## src/rtl/lsu_pkg.sv

```systemverilog
`default_nettype none
// ============================================================================
//  Module   : configure (package)
//  Purpose  : Op encodings, FSM state type and op legality helper for the LSU.
//  Revision : 1.0 - initial release
// ============================================================================
package configure;

    localparam logic [2:0] lsu_lb  = 3'b000;
    localparam logic [2:0] lsu_lh  = 3'b001;
    localparam logic [2:0] lsu_lw  = 3'b010;
    localparam logic [2:0] lsu_lbu = 3'b100;
    localparam logic [2:0] lsu_lhu = 3'b101;

    typedef enum logic [0:0] {
        IDLE = 1'b0,
        BUSY = 1'b1
    } state_t;

    function automatic logic op_legal(input logic [2:0] op);
        return (op == lsu_lb) || (op == lsu_lh) || (op == lsu_lw) ||
               (op == lsu_lbu) || (op == lsu_lhu);
    endfunction

endpackage
`default_nettype wire

```

## src/rtl/lsu_align.sv

```systemverilog
`default_nettype none
// ============================================================================
//  Module   : lsu_align
//  Purpose  : Store strobe/lane replication and load lane extraction/extension.
//  Revision : 1.0 - initial release
// ============================================================================
module lsu_align (
    input  logic [1:0]  st_size,
    input  logic [1:0]  st_lane,
    input  logic [31:0] st_data,
    output logic [3:0]  st_wstrb,
    output logic [31:0] st_wdata,
    input  logic [2:0]  ld_op,
    input  logic [1:0]  ld_lane,
    input  logic [31:0] ld_word,
    output logic [31:0] ld_data
);

    logic [7:0]  ld_byte;
    logic [15:0] ld_half;

    always_comb begin
        st_wstrb = 4'b1111;
        st_wdata = st_data;
        case (st_size)
            2'b00: begin
                st_wstrb = 4'b0001 << st_lane;
                st_wdata = {4{st_data[7:0]}};
            end
            2'b01: begin
                st_wstrb = 4'b0011 << {st_lane[1], 1'b0};
                st_wdata = {2{st_data[15:0]}};
            end
            default: begin
                st_wstrb = 4'b1111;
                st_wdata = st_data;
            end
        endcase
    end

    always_comb begin
        ld_byte = ld_word[7:0];
        case (ld_lane)
            2'd0:    ld_byte = ld_word[7:0];
            2'd1:    ld_byte = ld_word[15:8];
            2'd2:    ld_byte = ld_word[23:16];
            default: ld_byte = ld_word[31:24];
        endcase
        ld_half = ld_lane[1] ? ld_word[31:16] : ld_word[15:0];
    end

    // op[2] selects zero extension (lbu/lhu), otherwise sign extension
    always_comb begin
        ld_data = ld_word;
        case (ld_op[1:0])
            2'b00:   ld_data = ld_op[2] ? {24'd0, ld_byte} : {{24{ld_byte[7]}}, ld_byte};
            2'b01:   ld_data = ld_op[2] ? {16'd0, ld_half} : {{16{ld_half[15]}}, ld_half};
            default: ld_data = ld_word;
        endcase
    end

endmodule
`default_nettype wire

```

## src/rtl/lsu.sv

```systemverilog
`default_nettype none
// ============================================================================
//  Module   : lsu
//  Purpose  : Single-outstanding load/store unit with alignment, fault and
//             timeout handling; all outputs registered.
//  Revision : 1.0 - initial release
// ============================================================================
module lsu
    import configure::*;
#(
    parameter int unsigned timeout_limit = 255
) (
    input  logic        clk,
    input  logic        rst,
    input  logic        lsu_valid,
    input  logic        lsu_load,
    input  logic        lsu_store,
    input  logic [2:0]  lsu_op,
    input  logic [31:0] lsu_addr,
    input  logic [31:0] lsu_wdata,
    output logic [31:0] lsu_rdata,
    output logic        lsu_ready,
    output logic        lsu_misalign,
    output logic        lsu_error,
    output logic        mem_valid,
    output logic        mem_instr,
    output logic [31:0] mem_addr,
    output logic [31:0] mem_wdata,
    output logic [3:0]  mem_wstrb,
    input  logic [31:0] mem_rdata,
    input  logic        mem_ready
);

    localparam logic [8:0] limit = 9'(timeout_limit);

    state_t      state, state_nx;
    logic [7:0]  cnt, cnt_nx;
    logic [2:0]  op_q;
    logic [1:0]  lane_q;
    logic        load_q;

    logic        one_kind, any_kind, illegal, misaligned, accept, done, timeout;
    logic [3:0]  st_wstrb;
    logic [31:0] st_wdata, ld_data;

    logic        mem_valid_nx, lsu_ready_nx, lsu_misalign_nx, lsu_error_nx;
    logic [31:0] lsu_rdata_nx, mem_addr_nx, mem_wdata_nx;
    logic [3:0]  mem_wstrb_nx;

    assign mem_instr = 1'b0;

    assign one_kind   = lsu_load ^ lsu_store;
    assign any_kind   = lsu_load | lsu_store;
    assign illegal    = lsu_valid && any_kind &&
                        ((lsu_load && lsu_store) || !op_legal(lsu_op) || (lsu_store && lsu_op[2]));
    assign misaligned = lsu_valid && one_kind && !illegal &&
                        (((lsu_op[1:0] == 2'b01) && lsu_addr[0]) ||
                         ((lsu_op[1:0] == 2'b10) && (lsu_addr[1:0] != 2'b00)));
    assign accept     = lsu_valid && one_kind && !illegal && !misaligned;
    assign done       = (state == BUSY) && mem_ready;
    // Ready in the same cycle the limit is reached wins over the timeout
    assign timeout    = (state == BUSY) && !mem_ready && (({1'b0, cnt} + 9'd1) == limit);

    lsu_align u_align (
        .st_size  (lsu_op[1:0]),
        .st_lane  (lsu_addr[1:0]),
        .st_data  (lsu_wdata),
        .st_wstrb (st_wstrb),
        .st_wdata (st_wdata),
        .ld_op    (op_q),
        .ld_lane  (lane_q),
        .ld_word  (mem_rdata),
        .ld_data  (ld_data)
    );

    always_ff @(posedge clk or negedge rst) begin
        if (!rst) state <= IDLE;
        else      state <= state_nx;
    end

    always_comb begin
        state_nx = state;
        case (state)
            IDLE:    if (accept) state_nx = BUSY;
            BUSY:    if (done || timeout) state_nx = IDLE;
            default: state_nx = IDLE;
        endcase
    end

    always_comb begin
        mem_valid_nx    = mem_valid;
        mem_addr_nx     = mem_addr;
        mem_wdata_nx    = mem_wdata;
        mem_wstrb_nx    = mem_wstrb;
        lsu_ready_nx    = 1'b0;
        lsu_misalign_nx = 1'b0;
        lsu_error_nx    = 1'b0;
        lsu_rdata_nx    = 32'd0;
        cnt_nx          = cnt;
        case (state)
            IDLE: begin
                if (accept) begin
                    mem_valid_nx = 1'b1;
                    mem_addr_nx  = {lsu_addr[31:2], 2'b00};
                    mem_wdata_nx = st_wdata;
                    mem_wstrb_nx = lsu_store ? st_wstrb : 4'b0000;
                    cnt_nx       = 8'd0;
                end else if (misaligned) begin
                    lsu_ready_nx    = 1'b1;
                    lsu_misalign_nx = 1'b1;
                end else if (illegal) begin
                    lsu_ready_nx = 1'b1;
                    lsu_error_nx = 1'b1;
                end
            end
            BUSY: begin
                if (mem_ready) begin
                    mem_valid_nx = 1'b0;
                    lsu_ready_nx = 1'b1;
                    lsu_rdata_nx = load_q ? ld_data : 32'd0;
                end else if (timeout) begin
                    mem_valid_nx = 1'b0;
                    lsu_ready_nx = 1'b1;
                    lsu_error_nx = 1'b1;
                end else begin
                    cnt_nx = cnt + 8'd1;
                end
            end
            default: mem_valid_nx = 1'b0;
        endcase
    end

    always_ff @(posedge clk or negedge rst) begin
        if (!rst) begin
            mem_valid    <= 1'b0;
            mem_addr     <= 32'd0;
            mem_wdata    <= 32'd0;
            mem_wstrb    <= 4'd0;
            lsu_ready    <= 1'b0;
            lsu_misalign <= 1'b0;
            lsu_error    <= 1'b0;
            lsu_rdata    <= 32'd0;
            cnt          <= 8'd0;
            op_q         <= 3'd0;
            lane_q       <= 2'd0;
            load_q       <= 1'b0;
        end else begin
            mem_valid    <= mem_valid_nx;
            mem_addr     <= mem_addr_nx;
            mem_wdata    <= mem_wdata_nx;
            mem_wstrb    <= mem_wstrb_nx;
            lsu_ready    <= lsu_ready_nx;
            lsu_misalign <= lsu_misalign_nx;
            lsu_error    <= lsu_error_nx;
            lsu_rdata    <= lsu_rdata_nx;
            cnt          <= cnt_nx;
            if (state == IDLE && accept) begin
                op_q   <= lsu_op;
                lane_q <= lsu_addr[1:0];
                load_q <= lsu_load;
            end
        end
    end

endmodule
`default_nettype wire

```

## config.mk

```make
export PLATFORM = sky130hd
export DESIGN_NAME = lsu
export DESIGN_NICKNAME = d
export VERILOG_FILES = /design/src/rtl/lsu_pkg.sv /design/src/rtl/lsu_align.sv /design/src/rtl/lsu.sv
export SDC_FILE = /design/constraint.sdc
export NUM_CORES = 1
export LEC_CHECK = 0
export CAP_MARGIN = 20
export CORE_MARGIN = 3
export CORE_UTILIZATION = 47
export CTS_BUF_LIST = sky130_fd_sc_hd__clkbuf_16
export CTS_CLUSTER_SIZE = 20
export DETAILED_ROUTE_END_ITERATION = 8
export MAX_ROUTING_LAYER = met4
export PLACE_DENSITY = 0.83
export SLEW_MARGIN = 20
export SYNTH_ARGS = -nofsm -noshare
export SYNTH_HDL_FRONTEND = slang
export SYNTH_SLANG_ARGS = --single-unit
```

## constraint.sdc

```tcl
create_clock -name clk -period 5.5 [get_ports clk]
set_input_delay 1.375 -clock clk [delete_from_list [all_inputs] [get_ports clk]]
set_output_delay 1.375 -clock clk [all_outputs]
set_load 0.01 [all_outputs]
```

==> results of run 1 <==
-- Yosys cell counts, drive strengths merged --
cell,number,area (µm²)
clkbuf,29,109
and3,1,6.26
mux2i,27,270
a21oi,30,161
a22oi,1,7.51
inv,31,116
ha,4,50.1
or4bb,1,11.3
o22ai,1,6.26
a211oi,2,15.0
a221oi,8,87.6
a221o,2,20.0
conb,1,3.75
buf,9,46.3
nor3,4,20.0
or3,3,23.8
nor2b,2,12.5
or2,3,18.8
nor2,24,90.1
xnor2,1,8.76
nand3,7,40.0
a21o,3,22.5
o31ai,3,22.5
o221ai,1,8.76
o221a,7,78.8
and3b,1,8.76
o22a,2,17.5
a31oi,7,43.8
o211ai,1,7.51
nand2b,4,25.0
nor4,1,6.26
o21a,1,7.51
dfrtp,117,2930
o21bai,1,7.51
mux2,2,22.5
nand2,184,691
nor4b,1,8.76
o21ai,45,229
-- cell type report --
type | count | area (µm²)
Fill cell | 760 | 2580
Clock buffer | 17 | 425
Multi-Input combinational cell | 388 | 2080
Timing Repair Buffer | 210 | 2090
Tap cell | 136 | 170
Inverter | 31 | 116
Clock inverter | 14 | 210
Sequential cell | 117 | 2930
-- stage by stage --
stage | area, µm² | power [µW] | hold slack [ns] | setup slack [ns] | instances
2_1_floorplan | 5270 | 1590 | 0.465 | 2.61 | 574
3_3_place_gp | 7380 | 2100 | 0.457 | 1.63 | 882
3_5_place_dp | 7380 | 2140 | 0.464 | 1.47 | 882
4_1_cts | 8020 | 3340 | 0.478 | 1.87 | 913
5_1_grt | 8030 | 3490 | 0.502 | 1.61 | 913
6_report | 8030 | 3330 | 0.475 | 1.85 | 913
-- power groups by stage --
| stage | combinational, µW | sequential, µW | clock [µW] |
|---|---|---|---|
| after global routing | 997 | 1250 | 1240 |
| after floorplan | 336 | 1250 | 0 |
| after CTS | 922 | 1220 | 1200 |
| after detailed placement | 911 | 1230 | 0 |
| final | 914 | 1220 | 1190 |
| after global placement | 884 | 1220 | 0 |
-- logic make-up (layout without fill, tap and decap cells) --
logic type / Yosys count / in the layout
AOI/OAI and AO/OA: 115 / 115
xor gates and xnor gates: 1 / 1
adders and majority gates: 4 / 4
buffers and inverters: 69 / 272
DFF: 117 / 117
muxes: 29 / 29
other: 1 / 3
and+or+nand+nor: 236 / 236
-- tightest hold or removal path: cells and delay by family (launching register included) --
kind | cells | cell delay, ns
flops | 1 | 0.34
simple gates | 2 | 0.10
-- state kept, by name, indices dropped and copies added (netlist names) --
signal	count
cnt	8
lsu_error	1
mem_wdata	32
mem_valid	1
lsu_ready	1
load_q	1
lane_q	2
lsu_misalign	1
mem_wstrb	4
op_q	3
lsu_rdata	32
state	1
mem_addr	30
-- per-layer routing --
metal | routed length [µm] | share of wire
met3 | 1220 | 0.080
met4 | 269 | 0.018
met1 | 6330 | 0.41
met5 | 0 | 0
met2 | 7460 | 0.49
-- worst max path at each step --
stage | startpoint | endpoint | slack, ns | depth (start not counted)
after floorplan | lsu_load | cnt[1] | 2.61 | 9
after global placement | lsu_store | mem_wstrb[0] | 1.63 | 8
after detailed placement | lsu_store | mem_wdata[20] | 1.47 | 7
after CTS | lsu_store | mem_wdata[20] | 1.87 | 7
after global routing | lsu_store | mem_wdata[11] | 1.61 | 7
final | lsu_store | mem_wdata[20] | 1.85 | 7
==> out/qor.yml, run 1 <==
port_buffers: 206
min_delay_path_depth: 2
met3_usage: 0.0717
finalHoldViolCount: 0
p_sw_uw: 983
ys_types: 47
clk_pin_slew_worst_paths_ns: 0.05
peakVddDrop_v: 0.000245
crit_type: "in2reg"
core-area_um2: 10600
slew_headroom: 0.325
remaining_drc_errors: 0
routed_via_density: 5.27
cap_violations: 0
reg2reg_to: "lsu_rdata[21]"
grt_first_pass_wirelength_um: 24700
rsz0062_at_grt: "false"
antenna_cells: 0
netlist_area_um2: 5260
slew_violations: 0
first_pass_iters: 6
synth_compound_area_frac: 0.141
p_per_area_nw_per_um2: 414
reg2reg_from: "lane_q[1]"
final_common_cell: "clkdlybuf4s50_1"
crit_slowest_cell: "or2_4"
numCtsBuffers: 17
worstSetupStartpointType: "primary input"
finClkSkew_ns: 0.0131
min_period_ns: 3.65
cts_tree: "yes"
htreeDepth: 4
busiest_layer: "met2"
mostFrequentLayoutCells: "clkdlybuf4s50_1, nand2_1, dfrtp_1"
worstHoldStart: "mem_addr[15]"
synthToLayoutAreaGrowth_pct: 52.6
rr_worst_depth: 5
critPathArrivalTime_ns: 3.88
cpLargestDelayFamily: "simple AND/OR/NAND/NOR gates"
seqPwrFrac: 0.368
grt_usage: 0.254
synth_adder_area_share: 0.00951
p_clk_frac: 0.357
wl_um: 15300
internal-power_uw: 2340
reg2reg_slack_ns: 3.22
cts_root_buf: "clkbuf_16"
status: "finished, final reports clean"
clkLatencyLatePin_ns: 0.41
vias: 4810
cp_slowest_stage_delay_ns: 0.86
hpwlAfterDp_um: 10700
syn_avg_cell_area_um2: 9.20
grt_max_degree: 103
ys_seq_area_frac: 0.557
cp_max_fo: 102
drive_above_1_share: 0.0721
rows: 37
synth_top_family_by_area: "simple AND/OR/NAND/NOR gates"
max_freq_ghz: 0.274
layout.nets: 874
yosys_warnings: 0
post_cts.resized_instances: 0
synth_xor_area_frac: 0.00167
synth-simple-area-share: 0.183
initial_utilization: 0.496
met2_usage: 0.416
worstHoldEndpoint: "mem_addr[15]"
hold_class: "reg2reg"
gp_congestion: 0.896
p_comb_frac: 0.275
grt_pass1_vias: 4906
antenna_found_initial: 0
period_share: 0.664
crit_required_ns: 5.73
cts.sinks: 117
synth_seq_cells: 117
post_cts_buffers: 0
first_iter_violations: 307
tightest_slew_ns: 1.01
synthCells: 572
critPathCaptureType: "flip-flop"
finalSetupViolCount: 0
synthMuxAreaShare: 0.0557
dieArea_um2: 12500
io_pins: 210
crit_path_cell_trace: "clkdlybuf4s50_1 -> inv_1 -> ha_1 -> o21bai_1 -> o221ai_1 -> or2_4 -> o21ai_0"
die_x_um: 112
clock_path_buffers: 2
die_h_um: 112
utilization: 0.757
cts_hold_buffers: 0
grt_util_met1: 0.307
swShare: 0.296
fin_tns_setup_ns: 0
routedWlPerCell_um: 16.7
postRouteAntennaNets: 0
crit_buf_inv: 2
globalRouteOverflowTotal: 0
leakage_uw: 0.00378
No activity file was read; power rests on OpenSTA's default activity.
==> inputs of run 2 (changes only) <==
--- a/config.mk
+++ b/config.mk
@@ -7,12 +7,12 @@
 export LEC_CHECK = 0
 export CAP_MARGIN = 20
 export CORE_MARGIN = 3
-export CORE_UTILIZATION = 47
+export CORE_UTILIZATION = 39
 export CTS_BUF_LIST = sky130_fd_sc_hd__clkbuf_16
 export CTS_CLUSTER_SIZE = 20
 export DETAILED_ROUTE_END_ITERATION = 8
 export MAX_ROUTING_LAYER = met4
-export PLACE_DENSITY = 0.83
+export PLACE_DENSITY = 0.73
 export SLEW_MARGIN = 20
 export SYNTH_ARGS = -nofsm -noshare
 export SYNTH_HDL_FRONTEND = slang
==> constraint.sdc (replaced) <==
create_clock -name clk -period 3.3 [get_ports clk]
set_input_delay 0.825 -clock clk [delete_from_list [all_inputs] [get_ports clk]]
set_output_delay 0.825 -clock clk [all_outputs]
set_load 0.01 [all_outputs]
==> run 2 against run 1 <==
Critical endpoint is now mem_wdata[26]. Die area up 19%. Critical path type unchanged. Power rose by 68%. Non-clock buffer count is 4 higher. Sequential cell count did not move. First-iteration DRC count increased by 58%. Critical path depth unchanged. Wire length is 0.40% higher. Combinational power rose by 71%. Via count is essentially flat. Register-to-register slack got worse by 2.2 ns. Sequential share of layout area decreased by 0.49 points. Setup slack got worse by 1.5 ns.
==> out/qor.yml, run 2 (same netlist as run 1, synthesis figures left out) <==
worst_slack_ns: 0.341  # was 1.85 ns
clkLatencyLatePin_ns: 0.40  # was 0.41 ns
crit_type: "in2reg"  # unchanged
worstSetupStartpointType: "primary input"  # unchanged
rr_worst_depth: 5  # unchanged
reg2reg_to: "lsu_rdata[18]"  # was lsu_rdata[21]
status: "finished, final reports clean"  # unchanged
grt_usage: 0.214  # was 0.254
finClkSkew_ns: 0.00825  # was 0.0131 ns
numCtsBuffers: 17  # unchanged
antenna_found_initial: 0  # unchanged
cts_hold_buffers: 0  # unchanged
wl_um: 15300  # about the same
cp_max_fo: 102  # unchanged
synthToLayoutAreaGrowth_pct: 54.6  # was 52.6%
die_x_um: 122  # was 112 µm
cts.sinks: 117  # unchanged
critPathArrivalTime_ns: 3.18  # was 3.88 ns
slew_headroom: 0.265  # was 0.325
globalRouteOverflowTotal: 0  # unchanged
cap_violations: 0  # unchanged
tightest_slew_ns: 1.10  # was 1.01 ns
reg_top3: "lsu_rdata x32, mem_wdata x32, mem_addr x30"  # unchanged
post_cts_buffers: 0  # unchanged
rows: 41  # was 37
vias: 4814  # was 4810
cts_root_buf: "clkbuf_16"  # unchanged
grt_util_met1: 0.266  # was 0.307
finalHoldViolCount: 0  # unchanged
met3_usage: 0.0659  # was 0.0717
reg2reg_slack_ns: 1.06  # was 3.22 ns
io_pins: 210  # unchanged
crit_required_ns: 3.52  # was 5.73 ns
layout.nets: 878  # was 874
met2_usage: 0.339  # was 0.416
gp_congestion: 0.862  # was 0.896
clock_path_buffers: 2  # unchanged
p_per_area_nw_per_um2: 686  # was 414 nW/µm²
htreeDepth: 4  # unchanged
peakVddDrop_v: 0.000324  # was 0.000245 V
initial_utilization: 0.409  # was 0.496
grt_pass1_vias: 4893  # was 4906
cts_tree: "yes"  # unchanged
postRouteAntennaNets: 0  # unchanged
finalSetupViolCount: 0  # unchanged
routed_via_density: 5.05  # was 5.27
die_h_um: 122  # was 112 µm
routedWlPerCell_um: 16.1  # was 16.7 µm
mostFrequentLayoutCells: "clkdlybuf4s50_1, nand2_1, dfrtp_1"  # unchanged
core-area_um2: 12900  # was 10600 µm²
post_cts.resized_instances: 0  # unchanged
clk_pin_slew_worst_paths_ns: 0.05  # about the same
busiest_layer: "met2"  # unchanged
rsz0062_at_grt: "false"  # unchanged
max_freq_ghz: 0.338
hpwlAfterDp_um: 10900  # was 10700 µm
dp_slack_ns: -0.0906  # was 1.47 ns
period_share: 0.897
first_pass_iters: 6  # unchanged
remaining_drc_errors: 0  # unchanged
critPathCaptureType: "flip-flop"  # unchanged
drive_above_1_share: 0.0716  # was 0.0721
reg2reg_from: "lane_q[1]"  # unchanged
leakage_uw: 0.00384  # was 0.00378 µW
dieArea_um2: 14900  # was 12500 µm²
fin_tns_setup_ns: 0  # unchanged
crit_path_start: "lsu_store"  # unchanged
grt_max_degree: 103  # unchanged
hold_class: "in2async"  # was reg2reg
grt_first_pass_wirelength_um: 24300  # was 24700 µm
final_common_cell: "clkdlybuf4s50_1"  # unchanged
crit_end: "mem_wdata[26]"  # was mem_wdata[20]
antenna_cells: 0  # unchanged
min_period_ns: 2.96
first_iter_violations: 485  # was 307
port_buffers: 206  # unchanged
slew_violations: 0  # unchanged
-- run 2: final cells by class --
cell class,count,area [µm²]
well taps,172,215
clock inverters,15,219
clock buffers,17,425
multi-input cells,388,2080
inverters,31,116
repair buffers,214,2140
fillers,1046,4750
flip-flops and latches,117,2930
-- run 2: per-stage QoR --
| step | std cells | cell area (µm²) | total power (µW) | util | hold slack (ns) |
|---|---|---|---|---|---|
| after detailed placement | 922 | 7480 | 3580 | 0.581 | 0.465 |
| after global routing | 954 | 8130 | 5870 | 0.631 | 0.500 |
| after global placement | 922 | 7480 | 3530 | 0.581 | 0.458 |
| after CTS | 954 | 8130 | 5610 | 0.631 | 0.476 |
| final | 954 | 8130 | 5570 | 0.631 | 0.476 |
| after floorplan | 574 | 5270 | 2650 | - | 0.465 |
-- run 2: worst max-delay path, stage by stage --
cell	delay, ns
clkdlybuf4s50_1	0.57
inv_1	0.07
ha_1	0.20
o21bai_1	0.16
o221ai_1	0.21
or2_4	0.82
o21ai_0	0.27
-- run 2: power breakdown --
group | internal, µW | leakage, µW | switching (µW)
combinational | 823 | 0.00199 | 738
sequential | 1760 | 0.00152 | 242
clock | 1400 | 0.000329 | 616
-- run 2: per-layer routing --
layer  routed length (µm)  share of wire  vias to the layer above
met4                  208          0.014                        0
met1                 6520           0.42                     2294
met2                 7330           0.48                      209
li1                     -              -                     2292
met5                    0              0                        -
met3                 1280          0.083                       19
-- run 2: worst min-delay path by stage --
stage,to,slack (ns)
4_1_cts,mem_wstrb[2],0.48
2_1_floorplan,load_q,0.47
5_1_grt,mem_addr[20],0.50
3_5_place_dp,mem_wstrb[2],0.46
3_3_place_gp,mem_addr[22],0.46
6_report,mem_addr[18],0.48
==> inputs of run 3 (changes only) <==
--- a/config.mk
+++ b/config.mk
@@ -7,12 +7,12 @@
 export LEC_CHECK = 0
 export CAP_MARGIN = 20
 export CORE_MARGIN = 3
-export CORE_UTILIZATION = 39
-export CTS_BUF_LIST = sky130_fd_sc_hd__clkbuf_16
+export CORE_UTILIZATION = 41
+export CTS_BUF_LIST = sky130_fd_sc_hd__clkbuf_8
 export CTS_CLUSTER_SIZE = 20
 export DETAILED_ROUTE_END_ITERATION = 8
 export MAX_ROUTING_LAYER = met4
-export PLACE_DENSITY = 0.73
+export PLACE_DENSITY = 0.76
 export SLEW_MARGIN = 20
 export SYNTH_ARGS = -nofsm -noshare
 export SYNTH_HDL_FRONTEND = slang
==> run 3 against run 2 <==
Via count is 0.15% lower. Combinational power hardly changed. First-iteration DRC count is 27% higher. Hold slack worse by 0.038 ns. Critical path type unchanged. Highest routed layer unchanged.
==> out/qor.yml, run 3 (same netlist as run 1, synthesis figures left out) <==
cap_violations: 0  # unchanged
drive_above_1_share: 0.0777  # was 0.0716
clkLatencyLatePin_ns: 0.42  # was 0.40 ns
mostFrequentLayoutCells: "clkdlybuf4s50_1, nand2_1, dfrtp_1"  # unchanged
slew_violations: 0  # unchanged
cts_root_buf: "clkbuf_8"  # was clkbuf_16
crit_path_start: "lsu_store"  # unchanged
die_h_um: 119  # was 122 µm
rr_worst_depth: 6  # was 5
clk_pin_slew_worst_paths_ns: 0.07  # was 0.05 ns
antenna_cells: 0  # unchanged
core-area_um2: 12300  # was 12900 µm²
status: "finished, final reports clean"  # unchanged
final_common_cell: "clkdlybuf4s50_1"  # unchanged
critPathCaptureType: "flip-flop"  # unchanged
gp_congestion: 0.877  # was 0.862
grt_first_pass_wirelength_um: 24500  # was 24300 µm
max_freq_ghz: 0.378  # was 0.338 GHz
reg2reg_to: "cnt[2]"  # was lsu_rdata[18]
numCtsBuffers: 17  # unchanged
min_period_ns: 2.65  # was 2.96 ns
initial_utilization: 0.429  # was 0.409
cts_hold_buffers: 0  # unchanged
tightest_slew_ns: 0.670  # was 1.10 ns
synthToLayoutAreaGrowth_pct: 51.2  # was 54.6%
fin_tns_setup_ns: 0  # unchanged
slew_headroom: 0.553  # was 0.265
io_pins: 210  # unchanged
globalRouteOverflowTotal: 0  # unchanged
reg_top3: "lsu_rdata x32, mem_wdata x32, mem_addr x30"  # unchanged
rsz0062_at_grt: "false"  # unchanged
final.fill_count: 990  # was 1046
routedWlPerCell_um: 15.8  # was 16.1 µm
grt_pass1_vias: 4784  # was 4893
routed_via_density: 5.04  # was 5.05
crit_end: "mem_wdata[14]"  # was mem_wdata[26]
hold_class: "in2async"  # unchanged
dp.cells: 920  # was 922
finClkSkew_ns: 0.00823  # was 0.00825 ns
grt_max_degree: 67  # was 103
first_pass_iters: 5  # was 6
die_x_um: 119  # was 122 µm
clock_path_buffers: 2  # unchanged
cp_max_fo: 22  # was 102
remaining_drc_errors: 0  # unchanged
hpwlAfterDp_um: 11000  # was 10900 µm
first_iter_violations: 615  # was 485
wl_um: 15100  # was 15300 µm
layout.nets: 881  # was 878
antenna_found_initial: 0  # unchanged
cts_tree: "yes"  # unchanged
vias: 4807  # was 4814
grt_usage: 0.221  # was 0.214
port_buffers: 206  # unchanged
post_cts_buffers: 0  # unchanged
fin_cells: 953  # was 954
reg2reg_from: "cnt[1]"  # was lane_q[1]
finalSetupViolCount: 0  # unchanged
reg2reg_slack_ns: 1.11  # was 1.06 ns
post_cts.resized_instances: 0  # unchanged
postRouteAntennaNets: 0  # unchanged
peakVddDrop_v: 0.000279  # was 0.000324 V
crit_type: "in2reg"  # unchanged
rows: 40  # was 41
period_share: 0.802  # was 0.897
leakage_uw: 0.00376  # was 0.00384 µW
htreeDepth: 4  # unchanged
finalHoldViolCount: 0  # unchanged
cts.sinks: 117  # unchanged
critPathArrivalTime_ns: 2.97  # was 3.18 ns
crit_required_ns: 3.63  # was 3.52 ns
worstSetupStartpointType: "primary input"  # unchanged
dieArea_um2: 14200  # was 14900 µm²
p_per_area_nw_per_um2: 630  # was 686 nW/µm²
## run 3: worst min-delay path by stage
| stage | endpoint | depth (start not counted) | start |
|---|---|---|---|
| after CTS | mem_addr[14] | 1 | rst |
| after floorplan | load_q | 2 | load_q |
| after global placement | mem_addr[14] | 2 | mem_addr[14] |
| after detailed placement | mem_addr[20] | 2 | mem_addr[20] |
| after global routing | mem_addr[8] | 1 | rst |
| final | mem_addr[14] | 1 | rst |
## run 3: routing by layer
metal | part of all wire | vias up | global-route usage | routed length, µm
li1 | - | 2289 | - | -
met1 | 0.42 | 2285 | 0.277 | 6310
met2 | 0.48 | 217 | 0.342 | 7190
met3 | 0.089 | 16 | 0.0712 | 1330
met4 | 0.014 | 0 | 0.0666 | 212
met5 | 0 | - | - | 0
## run 3: stage by stage
stage	power, µW	instance area [µm²]	setup slack [ns]	util	hold slack (ns)
2_1_floorplan	2650	5270	0.961	-	0.465
4_1_cts	5050	7950	0.674	0.648	0.441
5_1_grt	5300	7950	0.537	0.649	0.461
3_5_place_dp	3580	7500	0.224	0.612	0.462
3_3_place_gp	3540	7500	0.339	0.612	0.459
6_report	5010	7950	0.652	0.649	0.438
## run 3: worst max-delay path: stages
cell             delay, ns
clkdlybuf4s50_1       0.55
inv_1                 0.06
ha_1                  0.26
and3b_1               0.15
o221ai_1              0.13
or2_2                 0.49
buf_4                 0.28
o21ai_0               0.21
## run 3: cell type report
cell class	count	area, µm²	share of cell area
repair buffers	217	2180	0.274
multi-input cells	388	2080	0.261
clock buffers	21	289	0.0363
flip-flops and latches	117	2930	0.368
well taps	168	210	0.0264
clock inverters	11	155	0.0195
inverters	31	116	0.0146
## run 3: power by group
group          internal, µW  switching [µW]
registers              1760             235
logic                   829             738
clock network           894             558
